`config.mk`:
```
export PLATFORM = sky130hd
export DESIGN_NAME = fifo_counted
export DESIGN_NICKNAME = d
export VERILOG_FILES = /design/src/rtl/fifo_counted.sv
export SDC_FILE = /design/constraint.sdc
export NUM_CORES = 1
export LEC_CHECK = 0
export BUFFER_PORTS_ARGS = -buffer_cell sky130_fd_sc_hd__buf_2
export CORE_MARGIN = 4
export CORE_UTILIZATION = 56
export CTS_BUF_LIST = sky130_fd_sc_hd__clkbuf_8
export DETAILED_ROUTE_END_ITERATION = 16
export HOLD_SLACK_MARGIN = 0.06
export PLACE_DENSITY = 0.78
export RECOVER_POWER = 100
export SYNTH_ARGS = -nofsm -noshare
export SYNTH_HDL_FRONTEND = slang
export SYNTH_SLANG_ARGS = --single-unit
```
`constraint.sdc`:
```
create_clock -name clk_i -period 3.2 [get_ports clk_i]
set_input_delay 0.48 -clock clk_i [delete_from_list [all_inputs] [get_ports clk_i]]
set_output_delay 0.48 -clock clk_i [all_outputs]
set_load 0.01 [all_outputs]
```
`src/rtl/fifo_counted.sv`:
```
// Single-clock FIFO with exact occupancy count, programmable almost-full/empty thresholds and sticky error flags.
// Define FIFO_FWFT_EN for first-word-fall-through reads; the default is registered reads with 1-cycle latency.
module fifo_counted #(
  parameter int DATA_WIDTH    = 16,
  parameter int DATA_DEPTH    = 8,
  parameter int AFULL_THRESH  = DATA_DEPTH - 2,
  parameter int AEMPTY_THRESH = 2
) (
  input  logic                            clk_i,
  input  logic                            rst_i,
  input  logic                            wr_en_i,
  input  logic [DATA_WIDTH-1:0]           write_data_i,
  input  logic                            rd_en_i,
  output logic [DATA_WIDTH-1:0]           read_data_o,
  output logic                            read_valid_o,
  output logic                            empty_o,
  output logic                            full_o,
  output logic                            almost_full_o,
  output logic                            almost_empty_o,
  output logic [$clog2(DATA_DEPTH+1)-1:0] count_o,
  output logic                            overflow_o,
  output logic                            underflow_o,
  input  logic                            clr_err_i
);

  localparam int PTR_W = $clog2(DATA_DEPTH);
  localparam int CNT_W = $clog2(DATA_DEPTH + 1);

  localparam logic [PTR_W-1:0] LAST_PTR  = PTR_W'(DATA_DEPTH - 1);
  localparam logic [CNT_W-1:0] DEPTH_CNT = CNT_W'(DATA_DEPTH);
  localparam logic [CNT_W-1:0] AFULL_CNT = CNT_W'(AFULL_THRESH);
  localparam logic [CNT_W-1:0] AEMPTY_CNT = CNT_W'(AEMPTY_THRESH);

  logic [DATA_WIDTH-1:0] mem [DATA_DEPTH];
  logic [PTR_W-1:0]      wr_ptr;
  logic [PTR_W-1:0]      rd_ptr;
  logic [CNT_W-1:0]      count;
  logic                  rd_acc;
  logic                  wr_acc;
  logic                  overflow_q;
  logic                  underflow_q;

  // Handshake: wr_en_i/rd_en_i are requests with no ready output. A request
  // is accepted in the cycle it is high if the FIFO can take it (a write into
  // a full FIFO is taken only alongside an accepted read); a request that is
  // not accepted has no effect on storage and raises the matching sticky flag.
  assign rd_acc = rd_en_i & (count != '0);
  assign wr_acc = wr_en_i & ((count != DEPTH_CNT) | rd_acc);

  function automatic logic [PTR_W-1:0] ptr_inc(input logic [PTR_W-1:0] p);
    ptr_inc = (p == LAST_PTR) ? '0 : p + PTR_W'(1);
  endfunction

  always_ff @(posedge clk_i) begin
    if (rst_i) begin
      wr_ptr <= '0;
      rd_ptr <= '0;
      count  <= '0;
    end else begin
      if (wr_acc) wr_ptr <= ptr_inc(wr_ptr);
      if (rd_acc) rd_ptr <= ptr_inc(rd_ptr);
      case ({wr_acc, rd_acc})
        2'b10:   count <= count + CNT_W'(1);
        2'b01:   count <= count - CNT_W'(1);
        default: count <= count;
      endcase
    end
  end

  // Storage is deliberately not reset; reset only forgets what it held.
  always_ff @(posedge clk_i) begin
    if (!rst_i && wr_acc) mem[wr_ptr] <= write_data_i;
  end

  // Setting an error wins over a simultaneous clear so no event is lost.
  always_ff @(posedge clk_i) begin
    if (rst_i) begin
      overflow_q  <= 1'b0;
      underflow_q <= 1'b0;
    end else begin
      if (wr_en_i && !wr_acc) overflow_q <= 1'b1;
      else if (clr_err_i)     overflow_q <= 1'b0;
      if (rd_en_i && !rd_acc) underflow_q <= 1'b1;
      else if (clr_err_i)     underflow_q <= 1'b0;
    end
  end

`ifdef FIFO_FWFT_EN
  // Head of queue is presented directly; rd_en_i acknowledges it.
  assign read_data_o  = (count != '0) ? mem[rd_ptr] : '0;
  assign read_valid_o = (count != '0);
`else
  logic [DATA_WIDTH-1:0] rd_data_q;
  logic                  rd_valid_q;

  always_ff @(posedge clk_i) begin
    if (rst_i) begin
      rd_data_q  <= '0;
      rd_valid_q <= 1'b0;
    end else begin
      rd_valid_q <= rd_acc;
      if (rd_acc) rd_data_q <= mem[rd_ptr];
    end
  end

  assign read_data_o  = rd_data_q;
  assign read_valid_o = rd_valid_q;
`endif

  assign count_o        = count;
  assign empty_o        = (count == '0);
  assign full_o         = (count == DEPTH_CNT);
  assign almost_full_o  = (count >= AFULL_CNT);
  assign almost_empty_o = (count <= AEMPTY_CNT);
  assign overflow_o     = overflow_q;
  assign underflow_o    = underflow_q;

  count_in_range: assert property (@(posedge clk_i) disable iff (rst_i) count <= DEPTH_CNT);
  ptrs_in_range:  assert property (@(posedge clk_i) disable iff (rst_i) (wr_ptr <= LAST_PTR) && (rd_ptr <= LAST_PTR));

endmodule

```
==> impl_metrics.py, run 1 <==
metrics = {
    "floorplanning": {
        "dieArea_mm2": 0.0129,
        "initial_utilization_pct": 57.4,
        "row_count": 38,
        "core_area_mm2": 0.0109,
        "io_pins": 48,
        "dieWidth_um": 114,
        "die_h_um": 114,
    },
    "worst_setup_path": {
        "start_kind": "flip-flop",
        "worstSetupEndpointType": "flip-flop",
        "cp.required_ps": 3350,
        "crit_fanout": 10,
        "crit_type": "reg -> reg",
        "crit_arrival_ps": 2920,
    },
    "synthesis": {
        "synth_top_area_share_pct": 61.6,
        "synth_edf_count": 128,
        "synthDistinctLibCells": 39,
        "synthFlopType": "edfxtp_1",
        "yosys.area.top_type": "edfxtp_1",
        "synth_seq_cells": 157,
        "synth_commonest_cells": "edfxtp_1, mux4_2, nor2_1, dfxtp_1, mux2i_1",
        "synth_cells": 343,
        "syn_avg_cell_area_um2": 18.2,
        "ys_seq_area_share_pct": 70.8,
        "netlist_top_cells_area": "edfxtp_1, mux4_2, dfxtp_1",
        "synth_most_common_cell": "edfxtp_1",
        "synth_fp_nets": 371,
        "ys_warn_count": 0,
        "netlist_area_mm2": 0.00624,
        "async_reset_ff_share_pct": 0,
    },
    "grt": {
        "grt_use_met2_pct": 31.2,
        "antenna_found_initial": 0,
        "use_met3_pct": 4.93,
        "busiest_layer": "met2",
        "overflow": 0,
        "gr-usage-met1_pct": 25.7,
        "grt_pass1_vias": 3343,
        "grt_max_degree": 35,
        "grt_use_total_pct": 19.5,
        "grt_pass1_wl_mm": 18.4,
    },
    "job": {
        "cap_violations": 0,
    },
    "status": {
        "status": "complete, no violations",
    },
    "drt": {
        "drc": 0,
        "dr_total_vias": 3219,
        "via_per_inst": 5.81,
        "drt_wl_total_mm": 11.4,
        "avgRoutedWirePerCell_um": 20.5,
        "drt-initial-drc-count": 254,
        "first_pass_iters": 4,
        "ant_nets": 0,
    },
    "final_layout": {
        "stdcell_area_mm2": 0.00693,
        "nFillCells": 763,
        "drive_gt1_share_pct": 21.3,
        "final_cell_count_no_fill": 554,
        "post-route-util_pct": 63.6,
        "area_growth_pct": 10.9,
        "antenna_cells": 0,
        "nets": 429,
    },
    "timing": {
        "grt_setup_unrepaired": "no",
        "slew-limit-headroom_pct": 16.1,
        "worstMarginPinSlew_ps": 1240,
        "setup_violations": 0,
        "fin_setup_tns_ps": 0,
        "final_hold_viol_count": 0,
        "fmax_ghz": 0.361,
        "clock_skew_ps": 8.44,
        "fin_crit_ps": 2770,
        "whs_ps": 356,
        "slew_violations": 0,
        "finalCritPeriodShare_pct": 86.5,
    },
    "placement": {
        "place_congestion": 0.781,
        "portBuffers": 47,
        "place.detailed.hpwl_mm": 7.19,
        "place_inst": 522,
        "dpl_cell_area_mm2": 0.00667,
    },
    "clocking": {
        "cts_root_buffer": "clkbuf_8",
        "post_cts_resized": 0,
        "hold_buffers": 0,
        "numCtsBuffers": 17,
        "clock_latency_ps": 450,
        "htree_levels": 4,
        "postCtsSetupRepairBufs": 0,
        "cts_tree": "yes",
        "clk_path_buf_depth": 2,
        "cts.sinks": 157,
        "clk_pin_slew_ps": 80,
    },
    "pwr": {
        "cellPowerDensity_mw_per_mm2": 749,
        "p_leak_uw": 0.00220,
        "vdd_ir_drop_max_v": 0.000611,
    },
    "min_path": {
        "hp-class": "in -> reg",
    },
}
-- logic make-up (layout without fill, tap and decap cells) --
group | after synthesis | count (layout) | synth area share (%)
flip-flops | 157 | 157 | 70.8
AND/OR/NAND/NOR | 62 | 62 | 4.63
multiplexers | 51 | 51 | 14.6
AO/OA/AOI/OAI | 36 | 36 | 5.37
buffers and inverters | 27 | 98 | 2.62
adder cells (fa/ha/maj) | 7 | 7 | 1.52
XOR/XNOR | 3 | 3 | 0.421
-- layer usage --
metal  part of all wire, %  routed length, um  vias up
li1                      -                  -     1468
met4                   2.3                261        0
met3                   5.6                631       24
met2                    49               5540       87
met5                     0                  0        -
met1                    43               4930     1640
-- worst paths after layout --
path,slack [ps],end,cells after the start,from
worst max-delay path,430,mem[0][15]$_DFFE_PP_,4,count_o[0]$_SDFFE_PP0P_
worst min-delay path,360,underflow_o$_SDFFE_PP0P_,4,clr_err_i
worst max register to register,430,mem[0][15]$_DFFE_PP_,4,count_o[0]$_SDFFE_PP0P_
worst min register to register,500,read_data_o[11]$_SDFFE_PP0P_,2,read_data_o[11]$_SDFFE_PP0P_
-- placed cells by master, fill, tap and decap left out, types with 4 or more instances in the layout --
master    Yosys  final
a21oi_1       8      8
edfxtp_1    128    128
a211oi_1      2     12
clkbuf_2      0      4
clkbuf_1      9     48
mux4_2       32     32
dfxtp_1      29     28
ha_1          6      6
buf_2         7      5
a211oi_2     17      7
mux2i_1      19     19
nor2_1       32     32
nand2_1       9      9
buf_4         2      5
clkinv_4      0      4
clkbuf_8      0     17
-- layout make-up --
class	count	area [um2]	area share, %
sequential	157	4430	63.9
multi-input combinational	159	1630	23.5
timing repair buffer	63	283	4.08
clock buffer	17	234	3.38
tap	140	175	2.53
clock inverter	15	171	2.47
inverter	3	11.3	0.163
-- worst max-delay path, stage by stage, from the launching register on --
cell and delay (ps):
dfxtp_1 400, or3_1 490, o21ai_0 1000, nor4b_4 210, clkbuf_2 340
-- power by group --
part	leakage [uW]	internal [uW]	total, uW	switching (uW)
Clock	0.000201	766	1490	719
Combinational	0.000606	545	1190	643
Sequential	0.00140	2360	2520	158
-- registers in the layout, indices dropped and copies added, names as in the netlist --
register	cells
count_o	4
mem	128
overflow_o	1
rd_ptr	3
read_data_o	16
read_valid_o	1
underflow_o	1
wr_ptr	3
-- stage by stage --
stage                     power, uW  worst slack, ps
after floorplan                3580              153
after global placement         3840              859
after detailed placement       3870              740
after CTS                      5350              728
after global routing           5500              262
final                          5190              432
Power figures use the tool's default switching activity.
==> run 2: changes to the inputs <==
- clock period: 3.2 -> 2.5 ns (I/O delays scaled with it)
==> run 2 against run 1 <==
Clock skew is 5.0 ps higher. Clock-buffer cell count is the same. Setup slack lost 330 ps. Flip-flop and latch count unchanged. Global-route usage fell by 0.23 points. Combinational power is 38% higher. Maximum frequency is 15% higher. Cell count up 0.36%. Sequential share of layout area decreased by 0.24 points. Critical path type unchanged. Critical endpoint is now mem[2][0]$_DFFE_PP_.
==> impl_metrics.py, run 2 (same netlist as run 1, synthesis figures left out) <==
metrics = {
    "status": {
        "status": "complete, no violations",
    },
    "drt": {
        "dr_total_vias": 3273,
        "drt_wl_total_mm": 11.5,
        "wl_met2_mm": 5.64,
        "drc": 0,
        "met3_wirelength_um": 640,
        "drt-initial-drc-count": 233,
        "wl_met1_mm": 5.06,
        "maxUsedRoutingLayer": "met4",
        "avgRoutedWirePerCell_um": 20.7,
        "ant_nets": 0,
        "first_pass_iters": 6,
        "via_per_inst": 5.89,
    },
    "floorplanning": {
        "io_pins": 48,
        "core_area_mm2": 0.0109,
        "row_count": 38,
        "die_h_um": 114,
        "dieWidth_um": 114,
        "initial_utilization_pct": 57.4,
        "dieArea_mm2": 0.0129,
    },
    "worst_setup_path": {
        "start_kind": "flip-flop",
        "crit_path_cell_trace": "or3_1, o21ai_1, nor3_1, clkbuf_2",
        "critical_path_buf_inv_count": 1,
        "crit_type": "reg -> reg",
        "critPathTopFamily": "compound AO/OA/AOI/OAI gates",
        "crit_fanout": 16,
        "cp.required_ps": 2570,
        "cp_slowest_cell": "o21ai_1",
        "worstSetupEndpointType": "flip-flop",
        "cp_slowest_stage_delay_ps": 710,
        "crit_arrival_ps": 2470,
    },
    "clocking": {
        "postCtsSetupRepairBufs": 0,
        "clk_path_buf_depth": 2,
        "clock_latency_ps": 440,
        "cts_root_buffer": "clkbuf_8",
        "cts.sinks": 157,
        "clk_pin_slew_ps": 80,
        "numCtsBuffers": 17,
        "htree_levels": 4,
        "cts_tree": "yes",
    },
    "timing": {
        "fin_crit_ps": 2400,
        "grt_setup_unrepaired": "no",
        "worstMarginPinSlew_ps": 865,
        "clock_skew_ps": 13.4,
        "final_hold_viol_count": 0,
        "slew_violations": 0,
        "slew-limit-headroom_pct": 42.4,
        "setup_violations": 0,
        "setup_ws_ps": 98.6,
        "fmax_ghz": 0.416,
        "whs_ps": 268,
        "finalCritPeriodShare_pct": 96.1,
    },
    "grt": {
        "grt_pass1_wl_mm": 18.3,
        "overflow": 0,
        "grt_pass1_vias": 3292,
        "grt_use_total_pct": 19.3,
        "grt_max_degree": 35,
        "antenna_found_initial": 0,
    },
    "final_layout": {
        "final_cell_mix": "edfxtp_1, clkbuf_1, nor2_1, mux4_2, dfxtp_1",
        "final_common_cell": "edfxtp_1",
        "area_growth_pct": 11.4,
        "antenna_cells": 0,
        "drive_gt1_share_pct": 22.1,
        "largest_register_ffs": 128,
        "nets": 431,
        "regMostFlops": "mem",
        "nFillCells": 789,
    },
    "job": {
        "cap_violations": 0,
    },
    "placement": {
        "place_congestion": 0.729,
        "place.detailed.hpwl_mm": 6.91,
        "portBuffers": 47,
        "dp_slack_ps": 212,
    },
    "pwr": {
        "p_total_uw": 6710,
        "p_leak_uw": 0.00226,
        "cellPowerDensity_mw_per_mm2": 965,
        "vdd_ir_drop_max_v": 0.000571,
    },
    "min_path": {
        "hp-class": "in -> reg",
    },
}
[run 2: through the flow]
| stage | std cells | util [%] | instance area (um2) | TNS, ps |
|---|---|---|---|---|
| after detailed placement | 524 | 61.5 | 6700 | 0 |
| after CTS | 556 | 65.2 | 7100 | 0 |
| after floorplan | 343 | - | 6260 | -2110 |
| after global placement | 524 | 61.5 | 6700 | 0 |
| final | 556 | 63.9 | 6950 | 0 |
| after global routing | 556 | 63.9 | 6950 | 0 |
[run 2: area by class of cell]
| type | instances | area (um2) | area share [%] |
|---|---|---|---|
| clock buffers | 17 | 234 | 3.36 |
| clock inverters | 15 | 166 | 2.39 |
| inverters | 3 | 11.3 | 0.162 |
| multi-input cells | 159 | 1640 | 23.6 |
| flip-flops and latches | 157 | 4430 | 63.6 |
| well taps | 140 | 175 | 2.52 |
| repair buffers | 65 | 300 | 4.32 |
[run 2: worst register-to-register path: stages (launching register included)]
cell	delay [ps]
dfxtp_1	310
or3_1	450
o21ai_1	710
nor3_1	150
clkbuf_2	410
[run 2: path summary, 6_finish.rpt]
path | depth (start not counted) | slack [ps] | start | to
min | 4 | 270 | clr_err_i | overflow_o$_SDFFE_PP0P_
max | 4 | 100 | count_o[0]$_SDFFE_PP0P_ | mem[2][0]$_DFFE_PP_
min reg2reg | 2 | 510 | read_data_o[12]$_SDFFE_PP0P_ | read_data_o[12]$_SDFFE_PP0P_
max reg2reg | 4 | 100 | count_o[0]$_SDFFE_PP0P_ | mem[2][0]$_DFFE_PP_
[run 2: where the power goes]
| part | switching (uW) | total [uW] | internal, uW | leakage, uW |
|---|---|---|---|---|
| clock network | 836 | 1890 | 1050 | 0.000228 |
| logic | 910 | 1640 | 728 | 0.000637 |
| registers | 156 | 3180 | 3020 | 0.00140 |
[run 2: timing repair]
action                                  4_1_cts  5_1_grt
gates resized for setup                       0        1
endpoints found under the setup margin        0        1
hold buffers                                  0        0
[run 2: metal layers]
layer,global-route usage [%],up-vias
li1,-,1473
met1,26.4,1695
met2,29.8,90
met3,5.09,15
met4,8.09,0
met5,0,-
